`config.mk`:
```
export PLATFORM = sky130hd
export DESIGN_NAME = pmu_norm_array
export DESIGN_NICKNAME = d
export VERILOG_FILES = /design/src/rtl/pmu_pkg.sv /design/src/rtl/pm_min_tree.sv /design/src/rtl/pmu_norm_array.sv
export SDC_FILE = /design/constraint.sdc
export NUM_CORES = 1
export LEC_CHECK = 0
export ABC_AREA = 1
export CORE_UTILIZATION = 54
export CTS_CLUSTER_DIAMETER = 200
export DETAILED_ROUTE_END_ITERATION = 10
export DONT_BUFFER_PORTS = 1
export PLACE_DENSITY_LB_ADDON = 0.3
export SYNTH_ARGS = -nofsm -noshare
export SYNTH_HDL_FRONTEND = slang
export SYNTH_SLANG_ARGS = --single-unit
```
`constraint.sdc`:
```
create_clock -name clk -period 1.95 [get_ports clk]
set_input_delay 0.39 -clock clk [delete_from_list [all_inputs] [get_ports clk]]
set_output_delay 0.39 -clock clk [all_outputs]
set_load 0.01 [all_outputs]
```
`src/rtl/pmu_pkg.sv`:
```
// Shared constants and helpers for the Viterbi path-metric unit.
package pmu_pkg;

  localparam int NORM_SUB_MIN = 0;
  localparam int NORM_MSB_CLR = 1;
  localparam int PMU_N_STATES = 4;
  localparam int PMU_PM_WIDTH = 8;

  // Ceiling log2; returns 0 for a value of 1.
  function automatic int clog2(input int value);
    int res;
    int rem;
    res = 0;
    rem = value - 1;
    while (rem > 0) begin
      res = res + 1;
      rem = rem >>> 1;
    end
    return res;
  endfunction

endpackage

```
`src/rtl/pm_min_tree.sv`:
```
// Balanced argmin tree over the flattened metric vector; lowest index wins ties.
module pm_min_tree
  import pmu_pkg::*;
#(
  parameter int N_STATES = PMU_N_STATES,
  parameter int PM_WIDTH = PMU_PM_WIDTH,
  localparam int IW = clog2(N_STATES)
) (
  input  logic [N_STATES*PM_WIDTH-1:0] pm,
  output logic [PM_WIDTH-1:0]          min_val,
  output logic [IW-1:0]                min_idx
);

  // Heap-ordered nodes: leaves at N_STATES..2*N_STATES-1, root at 1.
  logic [PM_WIDTH-1:0] node_val_s [1:2*N_STATES-1];
  logic [IW-1:0]       node_idx_s [1:2*N_STATES-1];

  // Fill the leaves, then reduce pairwise towards the root; the left child holds lower indices.
  always_comb begin
    node_val_s = '{default: {PM_WIDTH{1'b0}}};
    node_idx_s = '{default: {IW{1'b0}}};
    for (int s = 0; s < N_STATES; s++) begin
      node_val_s[N_STATES+s] = pm[s*PM_WIDTH +: PM_WIDTH];
      node_idx_s[N_STATES+s] = IW'(s);
    end
    for (int k = N_STATES - 1; k >= 1; k--) begin
      if (node_val_s[2*k+1] < node_val_s[2*k]) begin
        node_val_s[k] = node_val_s[2*k+1];
        node_idx_s[k] = node_idx_s[2*k+1];
      end else begin
        node_val_s[k] = node_val_s[2*k];
        node_idx_s[k] = node_idx_s[2*k];
      end
    end
  end

  assign min_val = node_val_s[1];
  assign min_idx = node_idx_s[1];

endmodule

```
`src/rtl/pmu_norm_array.sv`:
```
// Path-metric store for the Viterbi decoder: normalises ACSU results, reports the
// best state, and keeps overflow/normalisation statistics.
module pmu_norm_array
  import pmu_pkg::*;
#(
  parameter int N_STATES  = PMU_N_STATES,
  parameter int PM_WIDTH  = PMU_PM_WIDTH,
  parameter int NORM_MODE = NORM_SUB_MIN,
  parameter int INIT_BAD  = 2 ** (PM_WIDTH - 1),
  parameter int CNT_WIDTH = 16,
  localparam int IW = clog2(N_STATES),
  localparam int PW = N_STATES * PM_WIDTH
) (
  input  logic                 clk,
  input  logic                 rst_n,
  input  logic                 valid_i,
  input  logic                 sof_i,
  input  logic [IW-1:0]        init_state_i,
  input  logic [PW-1:0]        pm_new_i,
  output logic [PW-1:0]        pm_cur_o,
  output logic [IW-1:0]        best_state_o,
  output logic                 best_valid_o,
  output logic                 overflow_o,
  output logic [CNT_WIDTH-1:0] norm_cnt_o
);

  localparam logic [PM_WIDTH-1:0] INIT_BAD_V = PM_WIDTH'(INIT_BAD);
  localparam logic [PM_WIDTH-1:0] MSB_MASK   = {1'b1, {(PM_WIDTH-1){1'b0}}};
  localparam logic [PM_WIDTH-1:0] ALL_ONES   = {PM_WIDTH{1'b1}};

  logic [PM_WIDTH-1:0]  min_val_s;
  logic [IW-1:0]        min_idx_s;
  logic [PW-1:0]        pm_nxt_s;
  logic                 norm_evt_s;
  logic                 all_ones_s;
  logic [PW-1:0]        pm_cur_r;
  logic [IW-1:0]        best_state_r;
  logic                 best_valid_r;
  logic                 overflow_r;
  logic [CNT_WIDTH-1:0] norm_cnt_r;

  // Start-of-frame metric vector: the known start state is free, all others are penalised.
  function automatic logic [PW-1:0] init_vec(input logic [IW-1:0] start);
    logic [PW-1:0] vec;
    for (int s = 0; s < N_STATES; s++) begin
      vec[s*PM_WIDTH +: PM_WIDTH] = (IW'(s) == start) ? {PM_WIDTH{1'b0}} : INIT_BAD_V;
    end
    return vec;
  endfunction

  pm_min_tree #(
    .N_STATES (N_STATES),
    .PM_WIDTH (PM_WIDTH)
  ) u_min_tree (
    .pm      (pm_new_i),
    .min_val (min_val_s),
    .min_idx (min_idx_s)
  );

  // Normalised next metrics, normalisation event and all-ones detection.
  always_comb begin
    pm_nxt_s   = {PW{1'b0}};
    all_ones_s = 1'b0;
    for (int s = 0; s < N_STATES; s++) begin
      all_ones_s = all_ones_s | (pm_new_i[s*PM_WIDTH +: PM_WIDTH] == ALL_ONES);
      if (NORM_MODE == NORM_SUB_MIN) begin
        pm_nxt_s[s*PM_WIDTH +: PM_WIDTH] = pm_new_i[s*PM_WIDTH +: PM_WIDTH] - min_val_s;
      end else if (min_val_s[PM_WIDTH-1]) begin
        pm_nxt_s[s*PM_WIDTH +: PM_WIDTH] = pm_new_i[s*PM_WIDTH +: PM_WIDTH] & ~MSB_MASK;
      end else begin
        pm_nxt_s[s*PM_WIDTH +: PM_WIDTH] = pm_new_i[s*PM_WIDTH +: PM_WIDTH];
      end
    end
    if (NORM_MODE == NORM_SUB_MIN) begin
      norm_evt_s = (min_val_s != {PM_WIDTH{1'b0}});
    end else begin
      norm_evt_s = min_val_s[PM_WIDTH-1];
    end
  end

  // Metric store and statistics; sof takes priority over a coincident valid step.
  always_ff @(posedge clk or negedge rst_n) begin
    if (!rst_n) begin
      pm_cur_r     <= init_vec({IW{1'b0}});
      best_state_r <= {IW{1'b0}};
      best_valid_r <= 1'b0;
      overflow_r   <= 1'b0;
      norm_cnt_r   <= {CNT_WIDTH{1'b0}};
    end else if (sof_i) begin
      pm_cur_r     <= init_vec(init_state_i);
      best_state_r <= init_state_i;
      best_valid_r <= 1'b0;
      overflow_r   <= 1'b0;
      norm_cnt_r   <= {CNT_WIDTH{1'b0}};
    end else if (valid_i) begin
      pm_cur_r     <= pm_nxt_s;
      best_state_r <= min_idx_s;
      best_valid_r <= 1'b1;
      overflow_r   <= overflow_r | all_ones_s;
      if (norm_evt_s && (norm_cnt_r != {CNT_WIDTH{1'b1}})) begin
        norm_cnt_r <= norm_cnt_r + CNT_WIDTH'(1);
      end
    end else begin
      best_valid_r <= 1'b0;
    end
  end

  assign pm_cur_o     = pm_cur_r;
  assign best_state_o = best_state_r;
  assign best_valid_o = best_valid_r;
  assign overflow_o   = overflow_r;
  assign norm_cnt_o   = norm_cnt_r;

endmodule

```
==> results.json <==
{
  "leakagePower_nw": 3.75,
  "synth_area_mm2": 0.00491,
  "outcome": "complete, but fails checks",
  "crit_required_ps": 2200,
  "avgViaCountPerCell": 5.84,
  "synthAdderAreaFrac": 0.0943,
  "grt_pass1_vias": 5839,
  "finalCriticalPeriod_ps": 3520,
  "clockRootBuffer": "clkbuf_8",
  "synth.largest_area_cell": "dfrtp_1",
  "antenna_found_initial": 0,
  "violations": "setup timing",
  "cts_tree": "done",
  "maxSlewHeadroom": 0.678,
  "critPathCaptureType": "register",
  "clk_latency_ps": 320,
  "firstDrtPassIters": 6,
  "gp_congestion": 0.956,
  "yosysWarningCount": 0,
  "track_usage": 0.370,
  "yosysSeqAreaShare": 0.266,
  "layout-drive-gt1-share": 0.418,
  "worst_pin_slew_ps": 479,
  "post-synth-top-count-cell": "nand2_1",
  "synthFlopType": "dfrtp_1",
  "antenna_cells": 0,
  "yosys-top-cells-area": "dfrtp_1 (25%), nand2_1 (20%), ha_1 (9.4%)",
  "netlist_top_cells_count": "nand2_1 (256), inv_1 (90), nand3_1 (81)",
  "die_area_mm2": 0.00948,
  "dr.first_iter.drc_count": 344,
  "timing.final.ws_setup_ps": -1570,
  "path_max_fanout": 6,
  "synthMuxAreaShare": 0,
  "io_pins": 90,
  "fmaxAchievable_ghz": 0.284,
  "synthSimpleGateAreaFrac": 0.413,
  "drv_slew": 0,
  "vdd_drop_max_uv": 551,
  "io_buffers": 0,
  "num_rows": 34,
  "fillers": 569,
  "async_flop_share": 1.00,
  "final.setup.tns_ps": -67230,
  "fp.dieH_um": 97.3,
  "cellPowerDensity_mw_per_mm2": 912,
  "synth_enable_flop_cells": 0,
  "synth-compound-area-share": 0.103,
  "htree_levels": 2,
  "grt_pass1_wl_um": 28100,
  "syn_inst": 759,
  "fin_worst_skew_ps": 12.4,
  "hpwl_um": 13000,
  "overflow": 0,
  "ctsLongestPathBuffers": 2,
  "crit_arrival_ps": 3770,
  "clock_sinks": 52,
  "grt_setup_unrepaired": "yes",
  "cts_buffers": 5,
  "finalSetupViolations": 50,
  "postPlaceCellArea_mm2": 0.00628,
  "routed_wirelength_um": 18800,
  "area_growth_pct": 50.2,
  "hold_viol": 0,
  "syn_nets": 834,
  "initial_core_util": 0.560,
  "coreArea_mm2": 0.00876,
  "drv_cap": 0,
  "yosysTopAreaCellShare": 0.250,
  "vias": 5920,
  "critPathKind": "in -> reg",
  "synth_xor_area_frac": 0.0321,
  "finalNetCount": 980,
  "cp-start-kind": "primary input",
  "design_area_mm2": 0.00737,
  "clk_pin_slew_ps": 100,
  "ys_types": 43,
  "avgRoutedWirePerCell_um": 18.6,
  "holdCritPathClass": "in -> reg",
  "synth_top_family_by_area": "simple AND/OR/NAND/NOR gates",
  "fp.dieW_um": 97.3,
  "syn_area_per_cell_um2": 6.47,
  "postRouteAntennaNets": 0,
  "grt_max_degree": 53,
  "drc": 0,
  "synth_seq_cells": 52,
  "fin_crit_sh": 1.81
}
final timing paths:
check | start | endpoint | slack (ps) | depth (start not counted)
min | sof_i | overflow_o | 130 | 1
max | pm_new_i[3] | pm_cur_o[18] | -1570 | 24
min reg2reg | pm_cur_o[31] | pm_cur_o[31] | 500 | 2
min in group asynchronous | rst_n | best_valid_o | 580 | 2
max in group asynchronous | rst_n | pm_cur_o[15] | 1070 | 2
max reg2reg | norm_cnt_o[0] | norm_cnt_o[15] | -60 | 11
layer usage:
layer / global-route usage / part of all wire
met5: 0 / 0
met4: 0.167 / 0.043
met3: 0.0532 / 0.075
met2: 0.659 / 0.50
met1: 0.442 / 0.38
cell families (layout without fill, tap and decap cells):
family          count (synthesis)  after routing
flops                          52             52
simple gates                  451            453
buf+inv                       113            258
xor+xnor                       18             18
compound gates                 88             88
fa+ha+maj                      37             37
sequential cells by signal, summed over array words and instances, names as in the netlist:
register      count
best_state_o      2
best_valid_o      1
norm_cnt_o       16
overflow_o        1
pm_cur_o         32
cells in the final DEF, fill, tap and decap left out, drive strengths merged, types with 4 or more instances in the layout:
cell | Yosys | final
inv | 94 | 95
a21oi | 24 | 24
clkbuf | 9 | 5
nor3 | 6 | 6
a22o | 4 | 4
xor2 | 17 | 17
ha | 37 | 37
nand4 | 24 | 24
buf | 8 | 152
nand2 | 273 | 275
dfrtp | 49 | 49
and2 | 4 | 4
o21ai | 47 | 47
nor2 | 50 | 50
nor4 | 5 | 5
nand3 | 83 | 83
worst max-delay path, stage by stage:
cell and delay (ps):
inv_1 40, ha_1 320, a21oi_1 170, nand2_1 90, nand2_2 130, nand2_4 100
buf_6 150, o21ai_4 140, inv_2 70, ha_4 260, o21ai_2 50, nor3b_2 190
nand2_2 120, nand2_8 130, inv_6 50, o21ai_4 240, ha_2 220, inv_2 40
ha_4 140, or2_4 250, buf_4 150, a21oi_1 170, o21ai_1 90, nand2_1 60
power by group:
group	switching (mW)	total (mW)	internal (mW)
logic	2.48	4.49	2.01
registers	0.198	1.45	1.25
clock network	0.403	0.790	0.388
total	3.08	6.73	3.65
per-stage QoR:
| stage | util | std cells | hold slack [ps] | setup WS [ps] | total power [mW] |
|---|---|---|---|---|---|
| finish | 0.841 | 1014 | 131 | -1570 | 6.73 |
| global route | 0.841 | 1014 | 121 | -1690 | 7.08 |
| CTS | 0.792 | 1007 | 127 | -1410 | 6.11 |
| detailed placement | 0.716 | 985 | 95.3 | -1960 | 4.76 |
| global placement | 0.716 | 985 | 95.3 | -1820 | 4.68 |
| floorplan | - | 759 | 94.4 | -1740 | 3.41 |
layout make-up:
| type | count | area [µm²] | area share |
|---|---|---|---|
| inverter | 96 | 390 | 0.0529 |
| clock inverter | 3 | 46.3 | 0.00628 |
| timing repair buffer | 154 | 1270 | 0.173 |
| clock buffer | 5 | 68.8 | 0.00933 |
| sequential | 52 | 1310 | 0.177 |
| tap | 108 | 135 | 0.0183 |
| multi-input combinational | 596 | 4160 | 0.564 |
timing repair:
action,in CTS,in global routing
resized for setup,94,101
gates cloned,3,1
hold endpoints to repair,52,0
setup buffers,10,6
pin swaps,56,60
hold buffers,2,0
setup endpoints to repair,50,50
No activity file was read; power rests on OpenSTA's default activity.
